### config.mk
export PLATFORM = sky130hd
export DESIGN_NAME = fsm_stream_arbiter
export DESIGN_NICKNAME = d
export VERILOG_FILES = /design/src/rtl/fsm_stream_arbiter.sv
export SDC_FILE = /design/constraint.sdc
export NUM_CORES = 1
export LEC_CHECK = 0
export CORE_ASPECT_RATIO = 1.25
export CORE_MARGIN = 4
export CORE_UTILIZATION = 49
export DETAILED_ROUTE_END_ITERATION = 10
export PLACE_DENSITY = 0.87
export SYNTH_ARGS = -nofsm -noshare
export SYNTH_HDL_FRONTEND = slang
export SYNTH_SLANG_ARGS = --single-unit
### constraint.sdc
create_clock -name clk -period 2.65 [get_ports clk]
set_input_delay 0.53 -clock clk [delete_from_list [all_inputs] [get_ports clk]]
set_output_delay 0.53 -clock clk [all_outputs]
set_load 0.05 [all_outputs]
### src/rtl/fsm_stream_arbiter.sv
// fsm_stream_arbiter: shares one single-bit Mealy FSM between two requesters.
// A granted request is fed LSB-first into the FSM, one bit per clk. The FSM's
// registered output is collected into a response word tagged with the owner's id.
// Optional build macro FSM_STAT_EN adds per-requester completed-response counters.
//
// state | meaning
// IDLE  | waiting for a request; round-robin grant, accept on valid&ready
// SHIFT | driving fsm_in with data bit k; capturing fsm_out of step k-1
// DRAIN | one cycle to capture the output of the last step
// RESP  | response held on rsp_* until rsp_ready
module fsm_stream_arbiter #(
  parameter int W     = 8,
  parameter int LEN_W = 4
) (
  input  logic             clk,
  input  logic             rst,
  input  logic             req0_valid,
  output logic             req0_ready,
  input  logic [W-1:0]     req0_data,
  input  logic [LEN_W-1:0] req0_len,
  input  logic             req1_valid,
  output logic             req1_ready,
  input  logic [W-1:0]     req1_data,
  input  logic [LEN_W-1:0] req1_len,
  output logic             rsp_valid,
  input  logic             rsp_ready,
  output logic             rsp_id,
  output logic [W-1:0]     rsp_data,
  output logic             fsm_in,
  output logic             fsm_step,
  input  logic             fsm_out
`ifdef FSM_STAT_EN
  ,
  output logic [15:0]      stat_cnt0,
  output logic [15:0]      stat_cnt1
`endif
);

  typedef enum logic [1:0] {IDLE, SHIFT, DRAIN, RESP} state_t;

  state_t           state, state_nxt;
  logic [W-1:0]     data_q, result_q;
  logic [LEN_W-1:0] len_q, k_q;
  logic             id_q, last_q;
  logic             grant, accept;
  logic [W-1:0]     sel_data;
  logic [LEN_W-1:0] sel_len, sel_len_clamped, cap_idx;
  logic             cap_en;

  // Arbitration: a lone valid requester wins; on a tie the one not served last wins
  always_comb begin
    grant = 1'b0;
    if (req0_valid && req1_valid) grant = ~last_q;
    else if (req1_valid)          grant = 1'b1;
    accept          = (state == IDLE) && (req0_valid || req1_valid);
    sel_data        = grant ? req1_data : req0_data;
    sel_len         = grant ? req1_len : req0_len;
    sel_len_clamped = (sel_len > LEN_W'(W)) ? LEN_W'(W) : sel_len;
    // fsm_out reflects the previous step, so capture lags the step index by one
    cap_en  = ((state == SHIFT) && (k_q != '0)) || (state == DRAIN);
    cap_idx = (state == DRAIN) ? (len_q - LEN_W'(1)) : (k_q - LEN_W'(1));
  end

  // State register
  always_ff @(posedge clk) begin
    if (rst) state <= IDLE;
    else     state <= state_nxt;
  end

  // Next-state logic
  always_comb begin
    state_nxt = state;
    case (state)
      IDLE:    if (accept) state_nxt = (sel_len_clamped == '0) ? RESP : SHIFT;
      SHIFT:   if (k_q == (len_q - LEN_W'(1))) state_nxt = DRAIN;
      DRAIN:   state_nxt = RESP;
      RESP:    if (rsp_ready) state_nxt = IDLE;
      default: state_nxt = IDLE;
    endcase
  end

  // Transaction datapath: latch request, step counter, result capture, rr pointer
  always_ff @(posedge clk) begin
    if (rst) begin
      data_q   <= '0;
      len_q    <= '0;
      k_q      <= '0;
      id_q     <= 1'b0;
      result_q <= '0;
      last_q   <= 1'b1;
    end else begin
      case (state)
        IDLE: if (accept) begin
          data_q   <= sel_data;
          len_q    <= sel_len_clamped;
          id_q     <= grant;
          k_q      <= '0;
          result_q <= '0;
        end
        SHIFT:   k_q <= k_q + LEN_W'(1);
        RESP:    if (rsp_ready) last_q <= id_q;
        default: ;
      endcase
      if (cap_en) begin
        for (int i = 0; i < W; i++)
          if (cap_idx == LEN_W'(i)) result_q[i] <= fsm_out;
      end
    end
  end

  // Outputs decoded from the current state
  always_comb begin
    req0_ready = 1'b0;
    req1_ready = 1'b0;
    rsp_valid  = 1'b0;
    rsp_id     = 1'b0;
    rsp_data   = '0;
    fsm_in     = 1'b0;
    fsm_step   = 1'b0;
    case (state)
      IDLE: begin
        req0_ready = req0_valid && !grant;
        req1_ready = req1_valid && grant;
      end
      SHIFT: begin
        fsm_step = 1'b1;
        for (int i = 0; i < W; i++)
          if (k_q == LEN_W'(i)) fsm_in = data_q[i];
      end
      RESP: begin
        rsp_valid = 1'b1;
        rsp_id    = id_q;
        rsp_data  = result_q;
      end
      default: ;
    endcase
  end

`ifdef FSM_STAT_EN
  // Completed-response counters, bumped on the response handshake
  always_ff @(posedge clk) begin
    if (rst) begin
      stat_cnt0 <= '0;
      stat_cnt1 <= '0;
    end else if ((state == RESP) && rsp_ready) begin
      if (id_q) stat_cnt1 <= stat_cnt1 + 16'd1;
      else      stat_cnt0 <= stat_cnt0 + 16'd1;
    end
  end
`endif

endmodule

[Word-level counts from Yosys, hierarchy flattened]
Index checks and enable logic that the tools add are counted.
W data, S select, Z words.
Operators by class
  eq/ne operators: 21
  muxes and demuxes: 39
  add/subtract/negate cells: 3
  reductions and logical operators: 18
  bitwise gates (word level): 1
  $lt $le $gt $ge: 1
Operators with widths (count)
  $mux W8: 5
  $eq A4 B3 Y1 const B: 8
  $mux W1: 24
  $eq A4 B2 Y1 const B: 4
  $mux W4: 4
  $logic_not A4 Y1: 3
  $eq A4 B1 Y1 const B: 2
  $mux W2: 4
  $pmux W2 S4: 1
  $pmux W4 S2: 1
  $sub A4 B1 Y4 const B: 2
  $reduce_and A2 Y1: 3
  $logic_and A1 B1 Y1: 5
  $add A4 B1 Y4 const B: 1
  $eq A2 B2 Y1 const B: 2
  $eq A4 B4 Y1: 1
  $gt A4 B4 Y1 const B: 1
  $ne A2 B2 Y1 const B: 2
  $reduce_bool A4 Y1: 1
  $reduce_and A3 Y1: 1
  $eq A2 B1 Y1 const B: 1
  $logic_not A2 Y1: 1
  $logic_or A1 B1 Y1: 2
  $ne A2 B1 Y1 const B: 1
  3 further kinds: 3
Storage, ports and cells
  output and inout bits: 14
  register bits: 28
  logic and storage cells: 90
  input port bits: 30

[Depth between registers and ports, before layout]
Gate-level depths: netlist of run 1.
  word-level depth: 10
  depth in mapped cells: 8
  gate-level depth less buffers: 7

[Worst setup path before layout of run 1]
Ideal clock, no wire load.
  path kind: reg2out
  start point: register k_q[0]
  end point: output fsm_in
  required time: 2.120 ns
  cell stages (with the launch flop): 9
  arrival: 3.722 ns
  slack: -1.602 ns
  path buffers: 1
  cells stage by stage: dfxtp_1 buf_4 inv_1 ha_1 nand2_1 o21ai_0 mux4_2 nor2_1 a2111oi_0
Between the ends
  word-level cells in the longest chain between the ends: 10
  elaborated cells on any way between the ends: 17
  those cells by class: 7 x eq/ne; 9 x mux; 1 x reduce/logical
RTL lines
  start, declared: line 43  | logic [LEN_W-1:0] len_q, k_q;
  start signal, assigned: line 100  | SHIFT: k_q <= k_q + LEN_W'(1);
  $logic_not A4 Y1: line 128  | if (k_q == LEN_W'(i)) fsm_in = data_q[i];
  $mux W1 (7 in a row): line 128
  $mux W1 *: line 128
  $mux W1 *: line 120  | case (state)
  end, declared: line 29  | output logic fsm_in,
Every way passes the cells marked *; elsewhere a longest branch is shown, timed or not.

[Worst setup path after layout of run 1]
Ends and elaborated chain as after synthesis.

==> results of run 1 <==
cells in the mapped netlist, types with 5 or more instances:
cell type  count  area [µm²]
a211oi_1      14         105
and2_1        10        62.6
dfxtp_1       28         561
ha_1           9         113
inv_1         11        41.3
mux2i_1       19         190
nand2_1       26        97.6
nor2_1        26        97.6
nor3_1         7        35.0
nor3b_1        5        37.5
o21ai_0        5        25.0
through the flow:
step | hold slack (ns) | utilization, % | power, W
global placement | 0.442 | 64.9 | 0.00149
global route | 0.487 | 67.1 | 0.00195
CTS | 0.467 | 66.6 | 0.00180
detailed placement | 0.459 | 64.9 | 0.00152
floorplan | 0.434 | - | 0.00128
finish | 0.467 | 67.1 | 0.00182
layout by cell type (no fill, tap or decap), drive strengths merged, types with 3 or more instances in the layout:
master / n
a211oi: 14
a21oi: 4
a31oi: 4
and2: 10
buf: 8
clkbuf: 4
clkdlybuf4s50: 39
dfxtp: 28
ha: 9
inv: 11
mux2i: 19
nand2: 26
nand2b: 3
nor2: 26
nor3: 7
nor3b: 6
o21ai: 5
o32ai: 4
xnor2: 4
worst min-delay path, stage by stage (launching register included):
cell and delay (ns):
dfxtp_1 0.32, nand2_1 0.05, mux2i_1 0.06
what timing repair did:
item	4_1_cts	5_1_grt
resized for setup	2	5
endpoints found under the setup margin	1	2
pin swaps	0	1
cell type report:
class	count	area share, %
Multi-Input combinational cell	167	49.6
Sequential cell	28	23.7
Timing Repair Buffer	48	20.5
Clock buffer	4	2.32
Tap cell	39	2.05
Inverter	11	1.74
flip-flops by register name (all words and copies together) (netlist names):
name,count
len_q,4
data_q,8
id_q,1
k_q,4
state,2
result_q,8
last_q,1
kinds of logic (layout without fill, tap and decap cells):
family,count (synthesis),in the layout,synth area share (%)
flip-flops,28,28,30.8
AO/OA/AOI/OAI,43,43,17.6
AND/OR/NAND/NOR,89,89,24.4
XOR/XNOR,6,6,2.89
multiplexers,20,20,11.7
adder cells (fa/ha/maj),9,9,6.19
buffers and inverters,24,63,6.40
path summary, 6_finish.rpt:
check                            startpoint           to  slack, ns  cells after the start
worst max-delay path                 k_q[0]       fsm_in       0.06                      8
worst min-delay path            result_q[3]  result_q[3]       0.47                      2
worst max register to register     state[0]     state[1]       0.62                      7
worst min register to register  result_q[3]  result_q[3]       0.47                      2
layer usage:
metal  vias up  global-route usage [%]  wire length [µm]
met5         -                       0                 0
met4         0                    10.4               144
met3        16                    2.06               259
met2        74                    33.3              2240
met1       767                    20.4              1710
li1        855                       -                 -
where the power goes:
part	switching (W)	internal [W]
clock network	0.000131	0.000133
logic	0.000553	0.000414
registers	0.0000804	0.000512
==> flow_summary.html, run 1 <==
<table>
<tr><th>Metric</th><th>Value</th></tr>
<tr><th colspan="2">Setup path</th></tr>
<tr><td>Worst path slowest cell</td><td>a2111oi_4</td></tr>
<tr><td>Top fanout value on the critical path</td><td>7</td></tr>
<tr><td>Chain of cells forming the critical path</td><td>inv_1 &gt; ha_4 &gt; nand2_1 &gt; o21ai_0 &gt; mux4_2 &gt; nor2_2 &gt; a2111oi_4 &gt; buf_12</td></tr>
<tr><td>Largest stage delay, worst path</td><td>0.34 ns</td></tr>
<tr><td>Startpoint type of the worst setup path</td><td>flip-flop</td></tr>
<tr><td>Worst path buffer plus inverter count</td><td>2</td></tr>
<tr><td>CP Capture Type</td><td>primary output</td></tr>
<tr><td>Arrival time at the worst endpoint</td><td>2.06 ns</td></tr>
<tr><td>Crit-path leading delay family</td><td>compound AO/OA/AOI/OAI gates</td></tr>
<tr><td>Path type of the worst setup path</td><td>flip-flop to primary output</td></tr>
<tr><td>Required time at the endpoint of the critical path</td><td>2.12 ns</td></tr>
<tr><th colspan="2">Clock tree</th></tr>
<tr><td>Worst-skew pair later-pin latency</td><td>0.27 ns</td></tr>
<tr><td>Number of buffers inserted by post-CTS setup repair</td><td>0</td></tr>
<tr><td>Number of buffers created by CTS</td><td>3</td></tr>
<tr><td>Number of sinks driven by the clock tree</td><td>28</td></tr>
<tr><td>Hold buffer count at CTS</td><td>0</td></tr>
<tr><td>Clock transition at path regs</td><td>0.09 ns</td></tr>
<tr><td>H-tree level count</td><td>1</td></tr>
<tr><td>Clock tree from TritonCTS</td><td>yes</td></tr>
<tr><td>CTS max path bufs</td><td>2</td></tr>
<tr><td>Root buffer cell</td><td>clkbuf_8</td></tr>
<tr><th colspan="2">Finish</th></tr>
<tr><td>Area used by multi-input combinational logic</td><td>1180 µm²</td></tr>
<tr><td>Area of all placed cells without fillers</td><td>2380 µm²</td></tr>
<tr><td>Total Nets Final</td><td>298</td></tr>
<tr><td>Post-Layout Cell Count</td><td>297</td></tr>
<tr><td>FF+latch area</td><td>564 µm²</td></tr>
<tr><td>Share of layout cells above drive strength 1</td><td>8.91%</td></tr>
<tr><td>Antenna cell count</td><td>0</td></tr>
<tr><td># fillers</td><td>296</td></tr>
<tr><td>Growth of design area from synthesis to finish</td><td>30.7%</td></tr>
<tr><th colspan="2">Global route</th></tr>
<tr><td>Number of global-route vias before repair</td><td>1,658</td></tr>
<tr><td>Global-route usage over all layers</td><td>18.3%</td></tr>
<tr><td>Wire length of the first global-routing pass</td><td>7.25 mm</td></tr>
<tr><td>Antenna violations before repair</td><td>0</td></tr>
<tr><td>Total congestion overflow after global routing</td><td>0</td></tr>
<tr><td>Pin count of the biggest net entering global routing</td><td>25</td></tr>
<tr><th colspan="2">Synthesis</th></tr>
<tr><td>Commonest register cell after synthesis</td><td>dfxtp_1</td></tr>
<tr><td>Synthesized Nets</td><td>258</td></tr>
<tr><td>Avg Cell Area, Syn</td><td>8.31 µm²</td></tr>
<tr><td>Share of synthesized registers carrying an async set or reset</td><td>0%</td></tr>
<tr><td>Flip-flop and latch count after synthesis</td><td>28</td></tr>
<tr><td>Cell Area, Synth</td><td>1820 µm²</td></tr>
<tr><td>Synth unique cells</td><td>44</td></tr>
<tr><td>Yosys Warn Count</td><td>0</td></tr>
<tr><td>Cell count after synthesis</td><td>219</td></tr>
<tr><td>Seq/Total Area, Yosys</td><td>30.8%</td></tr>
<tr><td>Number of synthesized flops with an enable pin</td><td>0</td></tr>
<tr><th colspan="2">Pwr</th></tr>
<tr><td>Lkg Pwr</td><td>0.931 nW</td></tr>
<tr><td>Peak supply drop</td><td>466 µV</td></tr>
<tr><td>PD cells</td><td>767 nW/µm²</td></tr>
<tr><th colspan="2">Place</th></tr>
<tr><td>Cell Area, Placed</td><td>2300 µm²</td></tr>
<tr><td>Estimated wirelength of the detail-placed design</td><td>3.25 mm</td></tr>
<tr><td>Placer congestion estimate</td><td>0.940</td></tr>
<tr><td>Number of port buffers</td><td>43</td></tr>
<tr><td>Worst setup slack after placement</td><td>0.245 ns</td></tr>
<tr><td>Cell count after placement</td><td>293</td></tr>
<tr><th colspan="2">Timing</th></tr>
<tr><td>Maximum achievable frequency</td><td>386 MHz</td></tr>
<tr><td>Period utilisation layout</td><td>97.7%</td></tr>
<tr><td>Count of final max-slew check failures</td><td>0</td></tr>
<tr><td>Worst clock skew</td><td>0.00295 ns</td></tr>
<tr><td>Headroom to the max-slew limit</td><td>60.5%</td></tr>
<tr><td>Post-layout min period</td><td>2.59 ns</td></tr>
<tr><td>Final worst slack</td><td>0.0597 ns</td></tr>
<tr><td>Number of failing setup endpoints in the final timing report</td><td>0</td></tr>
<tr><td>Hold violation total from the final report</td><td>0</td></tr>
<tr><td>Setup TNS</td><td>0 ns</td></tr>
<tr><td>Least-Margin Pin Slew</td><td>0.587 ns</td></tr>
<tr><th colspan="2">Drt</th></tr>
<tr><td>Routed wire length per instance</td><td>14.7 µm</td></tr>
<tr><td>DR iter-0 viols</td><td>78</td></tr>
<tr><td>Number of routed nets with antenna violations</td><td>0</td></tr>
<tr><td>Via count of the routed design</td><td>1,712</td></tr>
<tr><td>Total detailed-routing wirelength</td><td>4.35 mm</td></tr>
<tr><td>Detailed-routing iteration count for the pre-antenna-repair pass</td><td>7</td></tr>
<tr><td>DRC</td><td>0</td></tr>
<tr><td>Via count normalized by instance count</td><td>5.76</td></tr>
<tr><th colspan="2">Die</th></tr>
<tr><td>Initial cell density of the core</td><td>51.3%</td></tr>
<tr><td>Core Area</td><td>3540 µm²</td></tr>
<tr><td>X dimension of the die</td><td>62.5 µm</td></tr>
<tr><td>Die area</td><td>4760 µm²</td></tr>
<tr><td>Boundary Pins</td><td>44</td></tr>
<tr><td>Site row count</td><td>24</td></tr>
<tr><td>DIE HEIGHT</td><td>76.1 µm</td></tr>
<tr><th colspan="2">Run</th></tr>
<tr><td>Max-cap violations</td><td>0</td></tr>
<tr><th colspan="2">Hold path</th></tr>
<tr><td>HP Class</td><td>flip-flop to flip-flop</td></tr>
<tr><th colspan="2">Status</th></tr>
<tr><td>Result of the run</td><td>finished clean</td></tr>
</table>
No activity file was read; power rests on OpenSTA's default activity.
==> inputs of run 2 (changes only) <==
Settings changed: SKIP_CTS_REPAIR_TIMING set to 1, SKIP_LAST_GASP set to 1.
==> run 2 against run 1 <==
Compared with the run above: final area is 0.11% lower; total power hardly changed; combinational power is 0.6% lower; sequential power hardly changed; final cell count stayed put; worst hold slack hardly changed; sequential cell count stayed put; clock-buffer cell count stayed put; sequential share of layout area hardly changed; utilization is 0.071 points lower; register-to-register slack hardly changed; critical path type unchanged; critical endpoint unchanged; largest cell class unchanged.
==> flow_summary.html, run 2 (synthesis results as in run 1) <==
<table>
<tr><th>Metric</th><th>Value</th></tr>
<tr><th colspan="2">Status</th></tr>
<tr><td>Result of the run</td><td>finished clean</td></tr>
<tr><th colspan="2">Setup path</th></tr>
<tr><td>CP Capture Type</td><td>primary output</td></tr>
<tr><td>Worst path slowest cell</td><td>a2111oi_4</td></tr>
<tr><td>Startpoint type of the worst setup path</td><td>flip-flop</td></tr>
<tr><td>Crit-path leading delay family</td><td>compound AO/OA/AOI/OAI gates</td></tr>
<tr><td>Required time at the endpoint of the critical path</td><td>2.12 ns</td></tr>
<tr><td>Path type of the worst setup path</td><td>flip-flop to primary output</td></tr>
<tr><td>Count of cells along the worst register-to-register path</td><td>7</td></tr>
<tr><td>Crit path depth</td><td>8</td></tr>
<tr><td>Worst path buffer plus inverter count</td><td>2</td></tr>
<tr><td>Largest stage delay, worst path</td><td>0.34 ns</td></tr>
<tr><td>Top fanout value on the critical path</td><td>7</td></tr>
<tr><td>Chain of cells forming the critical path</td><td>inv_1 &gt; ha_4 &gt; nand2_1 &gt; o21ai_0 &gt; mux4_2 &gt; nor2_1 &gt; a2111oi_4 &gt; buf_12</td></tr>
<tr><td>Arrival time at the worst endpoint</td><td>2.09 ns</td></tr>
<tr><th colspan="2">Finish</th></tr>
<tr><td>Growth of design area from synthesis to finish</td><td>30.5%</td></tr>
<tr><td>Total Nets Final</td><td>298</td></tr>
<tr><td>Final core area utilization</td><td>67.0%</td></tr>
<tr><td>Area of all placed cells without fillers</td><td>2370 µm²</td></tr>
<tr><td>Commonest cells after routing, fill and taps aside</td><td>39 x clkdlybuf4s50_1, 27 x dfxtp_1, 26 x nand2_1, 26 x nor2_1, 19 x mux2i_1</td></tr>
<tr><td>Antenna cell count</td><td>0</td></tr>
<tr><td>Share of layout cells above drive strength 1</td><td>8.53%</td></tr>
<tr><td>Post-Layout Cell Count</td><td>297</td></tr>
<tr><td>Most common library cell in the layout ignoring fill and taps</td><td>clkdlybuf4s50_1</td></tr>
<tr><td>Leading registers by flop count</td><td>data_q: 8 flops, result_q: 8 flops</td></tr>
<tr><th colspan="2">Global route</th></tr>
<tr><td>Met3 usage in global routing</td><td>2.21%</td></tr>
<tr><td>Antenna violations before repair</td><td>0</td></tr>
<tr><td>Wire length of the first global-routing pass</td><td>7.23 mm</td></tr>
<tr><td>Number of global-route vias before repair</td><td>1,671</td></tr>
<tr><td>Pin count of the biggest net entering global routing</td><td>25</td></tr>
<tr><td>Global-route usage over all layers</td><td>18.2%</td></tr>
<tr><td>Most Crowded Layer GR</td><td>met2</td></tr>
<tr><td>Total congestion overflow after global routing</td><td>0</td></tr>
<tr><td>Met2 track demand over resource</td><td>32.8%</td></tr>
<tr><td>GR Util met1</td><td>20.0%</td></tr>
<tr><th colspan="2">Timing</th></tr>
<tr><td>Post-layout min period</td><td>2.62 ns</td></tr>
<tr><td>Number of failing setup endpoints in the final timing report</td><td>0</td></tr>
<tr><td>Hold violation total from the final report</td><td>0</td></tr>
<tr><td>Least-Margin Pin Slew</td><td>0.582 ns</td></tr>
<tr><td>Count of final max-slew check failures</td><td>0</td></tr>
<tr><td>RSZ-0062 raised after global routing</td><td>yes</td></tr>
<tr><td>Maximum achievable frequency</td><td>381 MHz</td></tr>
<tr><td>Headroom to the max-slew limit</td><td>60.8%</td></tr>
<tr><td>Period utilisation layout</td><td>98.9%</td></tr>
<tr><td>Final worst slack</td><td>0.0279 ns</td></tr>
<tr><td>Worst clock skew</td><td>0.00187 ns</td></tr>
<tr><th colspan="2">Drt</th></tr>
<tr><td>Detailed-routing iteration count for the pre-antenna-repair pass</td><td>5</td></tr>
<tr><td>Via count normalized by instance count</td><td>5.85</td></tr>
<tr><td>Total detailed-routing wirelength</td><td>4.36 mm</td></tr>
<tr><td>Via count of the routed design</td><td>1,738</td></tr>
<tr><td>DR iter-0 viols</td><td>77</td></tr>
<tr><td>Number of routed nets with antenna violations</td><td>0</td></tr>
<tr><td>Routed wire length per instance</td><td>14.7 µm</td></tr>
<tr><td>DRC</td><td>0</td></tr>
<tr><th colspan="2">Pwr</th></tr>
<tr><td>Share of total power in sequential cells</td><td>32.6%</td></tr>
<tr><td>Internal cell power</td><td>0.00106 W</td></tr>
<tr><td>Switching share of total power</td><td>42.0%</td></tr>
<tr><td>Peak supply drop</td><td>464 µV</td></tr>
<tr><td>PD cells</td><td>767 nW/µm²</td></tr>
<tr><td>Fraction of power consumed by the clock network</td><td>14.6%</td></tr>
<tr><td>Lkg Pwr</td><td>0.930 nW</td></tr>
<tr><td>Combinational share of power</td><td>52.8%</td></tr>
<tr><td>Switching pwr</td><td>0.000764 W</td></tr>
<tr><th colspan="2">Die</th></tr>
<tr><td>Boundary Pins</td><td>44</td></tr>
<tr><td>X dimension of the die</td><td>62.5 µm</td></tr>
<tr><td>Site row count</td><td>24</td></tr>
<tr><td>Initial cell density of the core</td><td>51.3%</td></tr>
<tr><td>Die area</td><td>4760 µm²</td></tr>
<tr><td>Core Area</td><td>3540 µm²</td></tr>
<tr><td>DIE HEIGHT</td><td>76.1 µm</td></tr>
<tr><th colspan="2">Place</th></tr>
<tr><td>Estimated wirelength of the detail-placed design</td><td>3.25 mm</td></tr>
<tr><td>Worst setup slack after placement</td><td>0.245 ns</td></tr>
<tr><td>Cell count after placement</td><td>293</td></tr>
<tr><td>Number of port buffers</td><td>43</td></tr>
<tr><td>Placer congestion estimate</td><td>0.940</td></tr>
<tr><td>Cell Area, Placed</td><td>2300 µm²</td></tr>
<tr><th colspan="2">Run</th></tr>
<tr><td>Max-cap violations</td><td>0</td></tr>
<tr><th colspan="2">Clock tree</th></tr>
<tr><td>Clock tree from TritonCTS</td><td>yes</td></tr>
<tr><td>H-tree level count</td><td>1</td></tr>
<tr><td>Clock transition at path regs</td><td>0.10 ns</td></tr>
<tr><td>Number of sinks driven by the clock tree</td><td>28</td></tr>
<tr><td>Worst-skew pair later-pin latency</td><td>0.27 ns</td></tr>
<tr><td>Root buffer cell</td><td>clkbuf_8</td></tr>
<tr><td>CTS max path bufs</td><td>2</td></tr>
<tr><td>Number of buffers created by CTS</td><td>3</td></tr>
<tr><th colspan="2">Hold path</th></tr>
<tr><td>HP Class</td><td>flip-flop to flip-flop</td></tr>
<tr><td>Hold Path Stages</td><td>2</td></tr>
</table>
-- run 2: power by group through the flow --
| stage | logic (W) | registers [W] | clock network, W |
|---|---|---|---|
| finish | 0.000961 | 0.000593 | 0.000267 |
| global placement | 0.000900 | 0.000595 | 0 |
| global route | 0.00106 | 0.000606 | 0.000277 |
| CTS | 0.000940 | 0.000590 | 0.000266 |
| floorplan | 0.000709 | 0.000572 | 0 |
| detailed placement | 0.000926 | 0.000597 | 0 |
-- run 2: path summary, 6_finish.rpt --
check                              endpoint   startpoint  slack [ns]
worst min register to register  result_q[3]  result_q[3]        0.47
worst max register to register     state[1]     state[0]        0.62
worst min-delay path            result_q[3]  result_q[3]        0.47
worst max-delay path                 fsm_in       k_q[0]        0.03
-- run 2: tightest hold or removal path, cell delays in order (launching register included) --
cell and delay (ns):
dfxtp_1 0.32, nand2_1 0.05, mux2i_1 0.06
-- run 2: layout make-up --
class                           instances  area, µm²
Clock buffer                            4       55.1
Fill cell                             298       1170
Inverter                               11       41.3
Multi-Input combinational cell        167       1180
Sequential cell                        28        564
Tap cell                               39       48.8
Timing Repair Buffer                   48        488
-- run 2: through the flow --
step                total power [W]  hold WS [ns]  TNS, ns
floorplan                   0.00128         0.434        0
global placement            0.00149         0.442        0
detailed placement          0.00152         0.459        0
CTS                         0.00180         0.467  -0.0949
global route                0.00194         0.487  -0.0196
finish                      0.00182         0.467        0
-- run 2: routing by layer --
metal | vias up | share of wire (%)
met5 | - | 0
met4 | 0 | 5.0
met3 | 24 | 4.8
met2 | 68 | 49
met1 | 786 | 41
li1 | 860 | -
